## config.mk

```make
export PLATFORM = sky130hd
export DESIGN_NAME = mpu_fetch
export DESIGN_NICKNAME = d
export VERILOG_FILES = /design/src/rtl/mpu_fetch.sv
export SDC_FILE = /design/constraint.sdc
export NUM_CORES = 1
export LEC_CHECK = 0
export CORE_ASPECT_RATIO = 1.5
export CORE_MARGIN = 1
export CORE_UTILIZATION = 49
export DETAILED_ROUTE_END_ITERATION = 10
export PLACE_DENSITY = 0.78
export SYNTH_ARGS = -nofsm -noshare
export SYNTH_HDL_FRONTEND = slang
export SYNTH_SLANG_ARGS = --single-unit
export TNS_END_PERCENT = 10
```

## constraint.sdc

```tcl
create_clock -name sys_clk -period 3.7 [get_ports sys_clk]
set_clock_uncertainty 0.05 [all_clocks]
set_input_delay 0.925 -clock sys_clk [delete_from_list [all_inputs] [get_ports sys_clk]]
set_output_delay 0.925 -clock sys_clk [all_outputs]
set_load 0.1 [all_outputs]
```

## src/rtl/mpu_fetch.sv

```systemverilog
// Instruction sequencer: fetches bytes into the 48-bit decode window, hands complete
// instructions to the execution stage and advances or redirects the program counter.
module mpu_fetch #(
  parameter int unsigned MAX_ISIZE = 6
) (
  input  logic        sys_clk,
  input  logic        sys_rst,
  input  logic        start,
  input  logic [15:0] start_addr,
  input  logic        stop,
  output logic        mem_re,
  output logic [15:0] mem_addr,
  input  logic [7:0]  mem_data,
  output logic [47:0] i,
  input  logic [15:0] dec_isize,
  input  logic        dec_error,
  output logic        exec_start,
  input  logic        exec_done,
  input  logic        exec_jump,
  input  logic [15:0] exec_jaddr,
  output logic [15:0] pc,
  output logic        busy,
  output logic        error
);

  typedef enum logic [2:0] {
    StIdle,
    StFetch,
    StCapture,
    StExec,
    StWait,
    StHalt
  } state_e;

  state_e      r_state, w_state_nxt;
  logic [15:0] r_pc, w_pc_nxt;
  logic [47:0] r_i, w_i_nxt, w_window;
  logic [2:0]  r_cnt, w_cnt_nxt, w_cnt_inc;
  logic [15:0] r_isize, w_isize_nxt, w_isize_cur;
  logic        r_stop_pend, w_stop_pend_nxt;
  logic        r_error, w_error_nxt;
  logic        w_dec_bad;
  logic        w_busy;

  assign w_busy    = (r_state != StIdle) && (r_state != StHalt);
  assign w_cnt_inc = r_cnt + 3'd1;
  // While byte 0 is being captured the decoder output is live; later bytes use the latched size.
  assign w_isize_cur = (r_cnt == 3'd0) ? dec_isize : r_isize;
  assign w_dec_bad   = dec_error || (dec_isize == 16'd0) || (dec_isize > 16'(MAX_ISIZE));

  // The incoming byte is merged into the window during CAPTURE so the decoder sees byte 0 in time.
  always_comb begin
    w_window = r_i;
    if (r_state == StCapture) begin
      for (int b = 0; b < 6; b++) begin
        if (r_cnt == 3'(b)) w_window[8*b +: 8] = mem_data;
      end
    end
  end

  always_comb begin
    w_state_nxt     = r_state;
    w_pc_nxt        = r_pc;
    w_i_nxt         = r_i;
    w_cnt_nxt       = r_cnt;
    w_isize_nxt     = r_isize;
    w_stop_pend_nxt = r_stop_pend;
    w_error_nxt     = r_error;
    mem_re          = 1'b0;
    mem_addr        = 16'd0;
    exec_start      = 1'b0;

    if (w_busy && stop) w_stop_pend_nxt = 1'b1;

    case (r_state)
      StIdle, StHalt: begin
        if (start) begin
          w_pc_nxt        = start_addr;
          w_i_nxt         = 48'd0;
          w_cnt_nxt       = 3'd0;
          w_error_nxt     = 1'b0;
          w_stop_pend_nxt = 1'b0;
          w_state_nxt     = StFetch;
        end
      end
      StFetch: begin
        mem_re      = 1'b1;
        mem_addr    = r_pc + {13'd0, r_cnt};
        w_state_nxt = StCapture;
      end
      StCapture: begin
        w_i_nxt   = w_window;
        w_cnt_nxt = w_cnt_inc;
        if ((w_cnt_inc == 3'd1) && w_dec_bad) begin
          w_error_nxt = 1'b1;
          w_state_nxt = StHalt;
        end else begin
          if (w_cnt_inc == 3'd1) w_isize_nxt = dec_isize;
          if ({13'd0, w_cnt_inc} == w_isize_cur) w_state_nxt = StExec;
          else                                   w_state_nxt = StFetch;
        end
      end
      StExec: begin
        exec_start  = 1'b1;
        w_state_nxt = StWait;
      end
      StWait: begin
        if (exec_done) begin
          w_pc_nxt  = exec_jump ? exec_jaddr : r_pc + r_isize;
          w_i_nxt   = 48'd0;
          w_cnt_nxt = 3'd0;
          // A stop arriving together with exec_done still takes effect at this boundary.
          if (r_stop_pend || stop) begin
            w_stop_pend_nxt = 1'b0;
            w_state_nxt     = StIdle;
          end else begin
            w_state_nxt = StFetch;
          end
        end
      end
      default: w_state_nxt = StIdle;
    endcase
  end

  always_ff @(posedge sys_clk or posedge sys_rst) begin
    if (sys_rst) begin
      r_state     <= StIdle;
      r_pc        <= 16'd0;
      r_i         <= 48'd0;
      r_cnt       <= 3'd0;
      r_isize     <= 16'd0;
      r_stop_pend <= 1'b0;
      r_error     <= 1'b0;
    end else begin
      r_state     <= w_state_nxt;
      r_pc        <= w_pc_nxt;
      r_i         <= w_i_nxt;
      r_cnt       <= w_cnt_nxt;
      r_isize     <= w_isize_nxt;
      r_stop_pend <= w_stop_pend_nxt;
      r_error     <= w_error_nxt;
    end
  end

  assign i     = w_window;
  assign pc    = r_pc;
  assign busy  = w_busy;
  assign error = r_error;

endmodule

```

==> impl_results.md <==
- Status: finished, final reports clean
- Nets: 776
- RD Place Congestion: 0.943
- Initial antenna violation count: 0
- Port Buffer Count: 146
- Hold WC Path Type: reg2reg
- Final ANT Viol Nets: 0
- # rows: 47
- Final Util: 72.7%
- Final hold vios: 0
- Proportion of synthesized chip area in sequential cells: 39.9%
- Min cycle time layout: 3500 ps
- Die Wd: 88.6 um
- Placed cells: 824
- Fin crit share: 94.7%
- WP data arrival: 2530 ps
- Post-Synthesis Cells: 557
- Hold_buf cts: 0
- Leak: 3.62 nW
- RR Startpoint: pc[0]$_DFFE_PP0P_
- Crit end category: output port
- Starting Density: 50.1%
- Routed vias: 5010
- Wire length per cell: 20.0 um
- FMAX: 285 MHz
- EDFF count, synth: 0
- Placed inst area: 7690 sq um
- R2R depth: 9
- # setup viols final: 0
- Vias per cell: 5.97
- CTS resizes: 0
- Worst-skew pair later-pin latency: 340 ps
- Setup slack after layout: 197 ps
- CORE AREA: 11000 sq um
- Mapped Nets: 645
- Mapped cell area: 5510 sq um
- Die Area: 11700 sq um
- CTS buffer count: 9
- TritonCTS clock tree: done
- Tightest Pin Transition: 925 ps
- Primary FF master, synth: dfrtp_1
- Hpwl dp: 12700 um
- Overall routing resource usage: 29.9%
- Die height: 132 um
- Clock buffer depth: 2
- Clk pin slew, worst setup/hold paths: 60 ps
- CP required: 2720 ps
- Worst Path Class, Setup: reg2out
- H-tree Lvls: 3
- Area Growth Syn to Fin: 45.0%
- Crit path to: mem_addr[15]
- First-pass GRT wire length: 26900 um
- YS warnings: 0
- #FFs+latches synth: 88
- Worst slew margin: 38.1%
- Setup WS pre-CTS: 194 ps
- Fin. max-slew vios: 0
- Syn_area_per_cell: 9.90 sq um
- Capturing point of the worst reg2reg path: pc[10]$_DFFE_PP0P_
- DRC errors left: 0
- Critical path fanouts, max: 6
- Start point of the critical path: r_cnt[1]$_DFFE_PP0P_
- CP startpoint kind: flip-flop
- Root Driver: clkbuf_16
- Post-CTS setup repair buffer count: 0
- DRT iter0 DRCs: 235
- Reg2Reg Setup Slack: 1140 ps
- Vias in the first global route: 5260
- RSZ-0062 raised after global routing: no
- Fin area: 8000 sq um
- Max-Cap Viols: 0
- Antenna cells: 0
- Largest net degree at the start of global routing: 46
- Clock sinks: 88
- Maximum vdd drop: 0.360 mV
- Ys async rst share: 100%
- # IOs: 147
- Drt pass-1 iters: 7
- Pwr per Cell Area: 760 nW/um^2
- Synth cell types: 54
- Overflow after GRT: 0
- Post-Route Setup TNS: 0 ps
- Routed wire length: 16800 um
- Post-Layout Cell Count: 839
- Ratio of cells with drive above 1 in the final layout: 26.2%
[metal layers]
layer,routed length (um),GRT usage [%],up-vias
met3,906,5.45,52
met4,632,14.1,0
li1,-,-,2308
met2,9140,53.4,201
met5,0,0,-
met1,6100,33.4,2449
[state kept, by name, indices dropped and copies added (netlist names)]
register / flops
error: 1
r_cnt: 3
r_state: 3
r_isize: 16
r_stop_pend: 1
r_i: 48
pc: 16
[final cells by class]
type | count | area, sq um
multi-input cells | 426 | 3180
fillers | 751 | 3000
flip-flops and latches | 88 | 2200
repair buffers | 153 | 2090
clock buffers | 11 | 233
well taps | 147 | 184
clock inverters | 4 | 70.1
inverters | 10 | 38.8
[power by group]
part	total, mW	internal, mW	switching (mW)
registers	1.37	1.12	0.254
clock network	0.964	0.587	0.377
logic	3.74	1.12	2.62
total	6.08	2.83	3.25
[how the worst min path moves through the flow]
| stage | from | to | slack (ps) | cells past startpoint |
|---|---|---|---|---|
| after floorplan | r_i[32]$_DFFE_PP0P_ | r_i[32]$_DFFE_PP0P_ | 410 | 1 |
| after global placement | r_i[21]$_DFFE_PP0P_ | r_i[21]$_DFFE_PP0P_ | 430 | 1 |
| after detailed placement | r_i[32]$_DFFE_PP0P_ | r_i[32]$_DFFE_PP0P_ | 430 | 1 |
| after CTS | r_i[47]$_DFFE_PP0P_ | r_i[47]$_DFFE_PP0P_ | 450 | 1 |
| after global routing | r_i[32]$_DFFE_PP0P_ | r_i[32]$_DFFE_PP0P_ | 470 | 1 |
| final | r_i[47]$_DFFE_PP0P_ | r_i[47]$_DFFE_PP0P_ | 450 | 1 |
[critical path, stage by stage (launching register included)]
cell	delay, ps
dfrtp_1	470
ha_1	320
a21o_1	110
a21o_1	130
and2_2	220
nand2_1	140
or3_1	390
a21oi_2	200
buf_12	210
[cells by family after synthesis]
| logic type | Yosys count | share of synthesized area [%] |
|---|---|---|
| fa+ha+maj | 25 | 5.95 |
| flops | 88 | 39.9 |
| xor+xnor | 25 | 3.97 |
| compound gates | 161 | 20.4 |
| mux | 58 | 11.7 |
| simple gates | 157 | 14.9 |
| buf+inv | 43 | 3.22 |
[synth_stat cells (4+ instances only)]
| master | n | share of area, % |
|---|---|---|
| nand2b_1 | 8 | 0.91 |
| nand3_2 | 4 | 0.73 |
| ha_1 | 23 | 5.2 |
| mux2_2 | 49 | 10 |
| nand4_1 | 8 | 0.91 |
| and3_1 | 10 | 1.1 |
| and2_1 | 19 | 2.2 |
| a21oi_1 | 29 | 2.6 |
| inv_1 | 9 | 0.61 |
| a31oi_1 | 8 | 0.91 |
| o211ai_1 | 7 | 0.95 |
| or3_1 | 8 | 0.91 |
| xnor2_1 | 10 | 1.6 |
| buf_2 | 7 | 0.64 |
| nor3_1 | 4 | 0.36 |
| dfrtp_1 | 88 | 40 |
| clkbuf_1 | 21 | 1.4 |
| nor2b_1 | 4 | 0.45 |
| nand3_1 | 9 | 0.82 |
| o21ai_0 | 33 | 3.0 |
| xor2_1 | 15 | 2.4 |
| a21o_1 | 11 | 1.5 |
| mux2i_1 | 6 | 1.1 |
| nor2_1 | 35 | 2.4 |
| nand2_1 | 36 | 2.5 |
| a22o_1 | 50 | 7.9 |
[layout by cell type, fill, tap and decap left out, drive strengths merged, types with 13 or more instances in the layout]
cell type	count
buf	91
ha	23
dfrtp	88
xor2	15
and2	19
a21oi	30
mux2	52
nand2	36
nand3	13
a22o	50
o21ai	35
clkdlybuf4s50	62
nor2	35
[metrics by stage]
step	hold WS (ps)	power, mW
floorplan	412	4.03
global placement	431	5.04
detailed placement	435	5.11
CTS	453	6.08
global route	471	6.35
finish	451	6.08
(Power assumes the default switching activity.)
